<file path="src/rtl/quad_step_decoder.sv">
// Quadrature front-end: synchronises and glitch-filters raw A/B encoder channels,
// then decodes Gray-code transitions into step/dir pulses and counts illegal jumps.
module quad_step_decoder #(
    parameter int FILT_LEN = 4,
    parameter int ERR_W    = 8
) (
    input  logic             clk,
    input  logic             reset,
    input  logic             enable,
    input  logic             a_in,
    input  logic             b_in,
    input  logic             clr_err,
    output logic             step,
    output logic             dir,
    output logic             err,
    output logic [ERR_W-1:0] err_cnt
);

    localparam logic [7:0]       FILT_LAST = 8'(FILT_LEN - 1);
    localparam logic [8:0]       BLANK_LEN = 9'(FILT_LEN + 3);
    localparam logic [ERR_W-1:0] ERR_MAX   = {ERR_W{1'b1}};

    // Saturating increment for the illegal-transition counter
    function automatic logic [ERR_W-1:0] sat_inc(input logic [ERR_W-1:0] val);
        logic [ERR_W-1:0] res;
        if (val == ERR_MAX) begin
            res = val;
        end else begin
            res = val + {{(ERR_W-1){1'b0}}, 1'b1};
        end
        return res;
    endfunction

    // Channel vectors are {A, B}
    logic [1:0]      sync1_q, sync_q;
    logic [1:0]      filt_q, filt_d;
    logic [1:0][7:0] fc_q, fc_d;
    logic [1:0]      prev_q;
    logic [8:0]      startup_q, startup_d;
    logic            blank_s;
    logic            raw_step_q, raw_step_d;
    logic            raw_up_q, raw_up_d;
    logic            raw_err_q, raw_err_d;
    logic            step_q, step_d;
    logic            err_q, err_d;
    logic            dir_q, dir_d;
    logic [ERR_W-1:0] cnt_q, cnt_d;

    // Per-channel filter: a new level is accepted after FILT_LEN consecutive differing samples
    always_comb begin
        filt_d = filt_q;
        fc_d   = '0;
        for (int i = 0; i < 2; i++) begin
            if (sync_q[i] != filt_q[i]) begin
                if (fc_q[i] == FILT_LAST) begin
                    filt_d[i] = sync_q[i];
                    fc_d[i]   = 8'd0;
                end else begin
                    fc_d[i] = fc_q[i] + 8'd1;
                end
            end else begin
                fc_d[i] = 8'd0;
            end
        end
    end

    assign blank_s = (startup_q < BLANK_LEN);

    // Startup blanking counter and Gray-code transition classification
    always_comb begin
        startup_d  = startup_q;
        raw_step_d = 1'b0;
        raw_up_d   = raw_up_q;
        raw_err_d  = 1'b0;
        if (blank_s) begin
            startup_d = startup_q + 9'd1;
        end else begin
            startup_d = startup_q;
        end
        case ({prev_q, filt_q})
            4'b0010, 4'b1011, 4'b1101, 4'b0100: begin
                raw_step_d = 1'b1;
                raw_up_d   = 1'b1;
            end
            4'b0001, 4'b0111, 4'b1110, 4'b1000: begin
                raw_step_d = 1'b1;
                raw_up_d   = 1'b0;
            end
            4'b0011, 4'b1100, 4'b1001, 4'b0110: begin
                raw_err_d = 1'b1;
            end
            default: begin
                raw_step_d = 1'b0;
                raw_err_d  = 1'b0;
            end
        endcase
        if (blank_s) begin
            raw_step_d = 1'b0;
            raw_up_d   = raw_up_q;
            raw_err_d  = 1'b0;
        end else begin
            raw_up_d = raw_step_d ? raw_up_d : raw_up_q;
        end
    end

    // Output stage: enable gates pulses only, dir keeps tracking legal moves
    always_comb begin
        step_d = raw_step_q & enable;
        err_d  = raw_err_q & enable;
        dir_d  = dir_q;
        cnt_d  = cnt_q;
        if (raw_step_q) begin
            dir_d = raw_up_q;
        end else begin
            dir_d = dir_q;
        end
        if (clr_err) begin
            cnt_d = '0;
        end else if (err_d) begin
            cnt_d = sat_inc(cnt_q);
        end else begin
            cnt_d = cnt_q;
        end
    end

    // State registers
    always_ff @(posedge clk or posedge reset) begin
        if (reset) begin
            sync1_q    <= 2'b00;
            sync_q     <= 2'b00;
            filt_q     <= 2'b00;
            fc_q       <= '0;
            prev_q     <= 2'b00;
            startup_q  <= 9'd0;
            raw_step_q <= 1'b0;
            raw_up_q   <= 1'b0;
            raw_err_q  <= 1'b0;
            step_q     <= 1'b0;
            err_q      <= 1'b0;
            dir_q      <= 1'b0;
            cnt_q      <= '0;
        end else begin
            sync1_q    <= {a_in, b_in};
            sync_q     <= sync1_q;
            filt_q     <= filt_d;
            fc_q       <= fc_d;
            prev_q     <= filt_q;
            startup_q  <= startup_d;
            raw_step_q <= raw_step_d;
            raw_up_q   <= raw_up_d;
            raw_err_q  <= raw_err_d;
            step_q     <= step_d;
            err_q      <= err_d;
            dir_q      <= dir_d;
            cnt_q      <= cnt_d;
        end
    end

    assign step    = step_q;
    assign err     = err_q;
    assign dir     = dir_q;
    assign err_cnt = cnt_q;

endmodule

</file>
<file path="config.mk">
export PLATFORM = sky130hd
export DESIGN_NAME = quad_step_decoder
export DESIGN_NICKNAME = d
export VERILOG_FILES = /design/src/rtl/quad_step_decoder.sv
export SDC_FILE = /design/constraint.sdc
export NUM_CORES = 1
export LEC_CHECK = 0
export ABC_AREA = 1
export ABC_CLOCK_PERIOD_IN_PS = 2590
export BUFFER_PORTS_ARGS = -buffer_cell sky130_fd_sc_hd__buf_2
export CORE_UTILIZATION = 35
export CTS_CLUSTER_SIZE = 25
export DETAILED_ROUTE_END_ITERATION = 8
export PLACE_DENSITY = 0.53
export SLEW_MARGIN = 20
export SYNTH_ARGS = -nofsm -noshare
export SYNTH_HDL_FRONTEND = slang
export SYNTH_SLANG_ARGS = --single-unit
</file>
<file path="constraint.sdc">
create_clock -name clk -period 2.59 [get_ports clk]
set_input_delay 0.518 -clock clk [delete_from_list [all_inputs] [get_ports clk]]
set_output_delay 0.518 -clock clk [all_outputs]
set_load 0.02 [all_outputs]
</file>
==> flow_summary_export.csv <==
group,metric,value,unit
floorplanning,fp-row-count,28,
critical_path,worst_setup_path_end_kind,"output pin",
cts,post_cts_buffers,0,
cts,clkLatencyLatePin,0.30,ns
min_path,hold_path.class,"in2reg",
timing,setup_viol,0,
cts,post_cts_resize_count,0,
floorplanning,ios,17,
global_routing,grt_start_max_net_pins,48,
timing,finalHoldWorstSlack,0.320,ns
timing,max_slew.worst_pin.slew,0.565,ns
drt,remaining_drc_errors,0,
critical_path,timing.critical_path.cells,"buf_2",
cts,cts_max_path_buffers,2,
critical_path,critPathKind,"reg2out",
synth,netlist-cell-type-count,27,
layout,area_growth_syn_to_layout,10.0,%
critical_path,crit_path_max_incr_delay,0.45,ns
timing,finalMaxSlewViolations,0,
place,numPortBuffers,16,
cts,cts_max_level,2,
critical_path,worst-path-buf-inv,1,
cts,cts.hold.buffers_added,0,
drt,routed-via-count,1534,
timing,timing.max_slew.rel_slack,0.623,
place,finalWeightedCongestion,0.766,
critical_path,critical_path_required,2.07,ns
timing,max_freq,679,MHz
drt,vias_per_cell,4.42,
layout,finish.utilization,0.406,
layout,antenna_cells,0,
global_routing,grt_pass1_wl,6430,µm
synth,syn_nets,269,
global_routing,antenna_found_initial,0,
run_status,outcome,"complete, no violations",
cts,clk_pin_slew_worst_paths,0.09,ns
floorplanning,initial_utilization,0.369,
cts,clock_sink_count,47,
timing,grt_setup_unrepaired,"false",
synth,post_synth_instance_area,2210,µm²
synth,synth_sequential_area_ratio,0.532,
layout,final_layout_size_suffix_gt1_frac,0.136,
drt,detail_route.iter0.violations,94,
cts,tritoncts,"yes",
cts,ctsRootBufferMaster,"sky130_fd_sc_hd__clkbuf_8",
global_routing,gr_usage_total,0.128,
timing,final.period_utilization,0.568,
pwr,power-per-cell-area,738,nW/µm²
global_routing,first_global_vias,1478,
synth,yosys_warns,0,
drt,routedWlPerCell,10.1,µm
pwr,leakage_power_of_the_design,0.00128,µW
drt,antenna_left,0,
critical_path,critPathMaxFanout,5,
floorplanning,fp.dieH,81.5,µm
timing,final-hold-violation-count,0,
layout,finish.net_count,283,
critical_path,critPathLaunchType,"flop",
critical_path,crit_arrival,0.95,ns
timing,layout_min_cycle_time,1.47,ns
critical_path,critical-path-top-delay-family,"flip-flops",
pwr,ir_worst_vdd,0.000388,V
synth,synth.ff_latch_count,47,
cts,cts_made_buffers,5,
timing,fin_tns_setup,0,ns
layout,fillers,609,
global_routing,global_route.overflow_total,0,
drt,finalWirelength,3490,µm
critical_path,worst_path_max_delay_cell,"sky130_fd_sc_hd__dfrtp_1",
floorplanning,dieArea,6640,µm²
synth,netlist_instances,257,
floorplanning,core-area,5990,µm²
timing,finalClockSkew,0.00562,ns
flow_run,maxCapViolations,0,
drt,drt_pre_antenna_iters,4,
floorplanning,dieWidth,81.5,µm
synth,post_synth.cell_area_avg,8.60,µm²
place,detailed_place_hpwl,2570,µm
-- through the flow --
stage / instance area [µm²] / total power, µW / std cells / worst slack [ns]
3_5_place_dp: 2340 / 1380 / 339 / 1.23
4_1_cts: 2430 / 1830 / 347 / 1.11
5_1_grt: 2430 / 1960 / 347 / 1.06
2_1_floorplan: 2210 / 1290 / 257 / 0.956
3_3_place_gp: 2340 / 1380 / 339 / 1.29
6_report: 2430 / 1800 / 347 / 1.12
-- routing by layer --
metal  vias to the layer above  global-route usage  part of all wire
met3                         5              0.0511             0.042
met2                        18               0.209              0.47
li1                        822                   -                 -
met4                         0              0.0321             0.010
met1                       689               0.155              0.47
met5                         -                   0                 0
-- registers in the layout (all words and copies together) (netlist names) --
signal,cells
raw_err_q,1
startup_q,9
filt_q,2
raw_step_q,1
sync1_q,2
prev_q,2
fc_q,16
raw_up_q,1
err,1
dir,1
err_cnt,8
sync_q,2
step,1
-- layout make-up --
type | count | area [µm²] | area share
Clock buffer | 5 | 68.8 | 0.0283
Clock inverter | 3 | 18.8 | 0.00772
Inverter | 36 | 140 | 0.0576
Multi-Input combinational cell | 164 | 847 | 0.348
Sequential cell | 47 | 1180 | 0.484
Tap cell | 75 | 93.8 | 0.0386
Timing Repair Buffer | 17 | 87.6 | 0.0360
-- layout by cell type (no fill, tap or decap), drive strengths merged --
master	Yosys	final
a21o	1	1
a21oi	5	5
and3	1	1
buf	4	17
clkbuf	6	5
clkinv	1	3
dfrtp	47	47
ha	6	6
inv	35	36
mux2	1	1
nand2	69	69
nand3	20	20
nand4	7	7
nor2	29	29
nor3	3	3
nor3b	3	3
o21ai	8	8
xnor2	4	4
xor2	7	7
-- power breakdown --
part / internal, µW / total, µW / switching [µW]
Clock: 190 / 436 / 246
Combinational: 161 / 412 / 251
Sequential: 840 / 947 / 107
Total: 1190 / 1800 / 604
-- cell usage after synthesis --
cell,count,area (µm²)
sky130_fd_sc_hd__nand3_2,1,10.0
sky130_fd_sc_hd__dfrtp_1,47,1180
sky130_fd_sc_hd__o21ai_0,6,30.0
sky130_fd_sc_hd__a21oi_2,1,8.76
sky130_fd_sc_hd__clkbuf_1,6,22.5
sky130_fd_sc_hd__nor2_4,1,11.3
sky130_fd_sc_hd__nand2_2,2,12.5
sky130_fd_sc_hd__a21oi_1,4,20.0
sky130_fd_sc_hd__nor2_1,25,93.8
sky130_fd_sc_hd__buf_2,2,10.0
sky130_fd_sc_hd__and3_1,1,6.26
sky130_fd_sc_hd__nand4_1,7,43.8
sky130_fd_sc_hd__nand2_4,1,11.3
sky130_fd_sc_hd__nor2_2,3,18.8
sky130_fd_sc_hd__nand3_1,19,95.1
sky130_fd_sc_hd__inv_1,35,131
sky130_fd_sc_hd__nor3b_1,3,22.5
sky130_fd_sc_hd__nor3_1,3,15.0
sky130_fd_sc_hd__a21o_1,1,7.51
sky130_fd_sc_hd__o21ai_1,2,10.0
sky130_fd_sc_hd__nand2_1,66,248
sky130_fd_sc_hd__ha_1,6,75.1
sky130_fd_sc_hd__clkinv_4,1,8.76
sky130_fd_sc_hd__xnor2_1,4,35.0
sky130_fd_sc_hd__buf_4,2,15.0
sky130_fd_sc_hd__mux2_2,1,11.3
sky130_fd_sc_hd__xor2_1,7,61.3
-- path summary, 6_finish.rpt --
| check | from | endpoint | slack [ns] | depth (start not counted) |
|---|---|---|---|---|
| min reg2reg | sync1_q[0]$_DFF_PP0_ | sync_q[0]$_DFF_PP0_ | 0.35 | 0 |
| min in group asynchronous | reset | fc_q[15]$_DFF_PP0_ | 0.35 | 3 |
| max | err_cnt[3]$_DFFE_PP0P_ | err_cnt[3] | 1.12 | 1 |
| max in group asynchronous | reset | sync1_q[1]$_DFF_PP0_ | 1.86 | 3 |
| max reg2reg | err_cnt[0]$_DFFE_PP0P_ | err_cnt[7]$_DFFE_PP0P_ | 1.24 | 7 |
| min | b_in | sync1_q[0]$_DFF_PP0_ | 0.32 | 1 |
-- kinds of logic (layout without fill, tap and decap cells) --
group                    Yosys count  in the layout  share of synthesized area
AND/OR/NAND/NOR                  132            132                      0.266
flip-flops                        47             47                      0.532
buffers and inverters             46             61                     0.0849
AO/OA/AOI/OAI                     14             14                     0.0345
XOR/XNOR                          11             11                     0.0436
adder cells (fa/ha/maj)            6              6                     0.0340
multiplexers                       1              1                    0.00509
No activity file was read; power rests on OpenSTA's default activity.
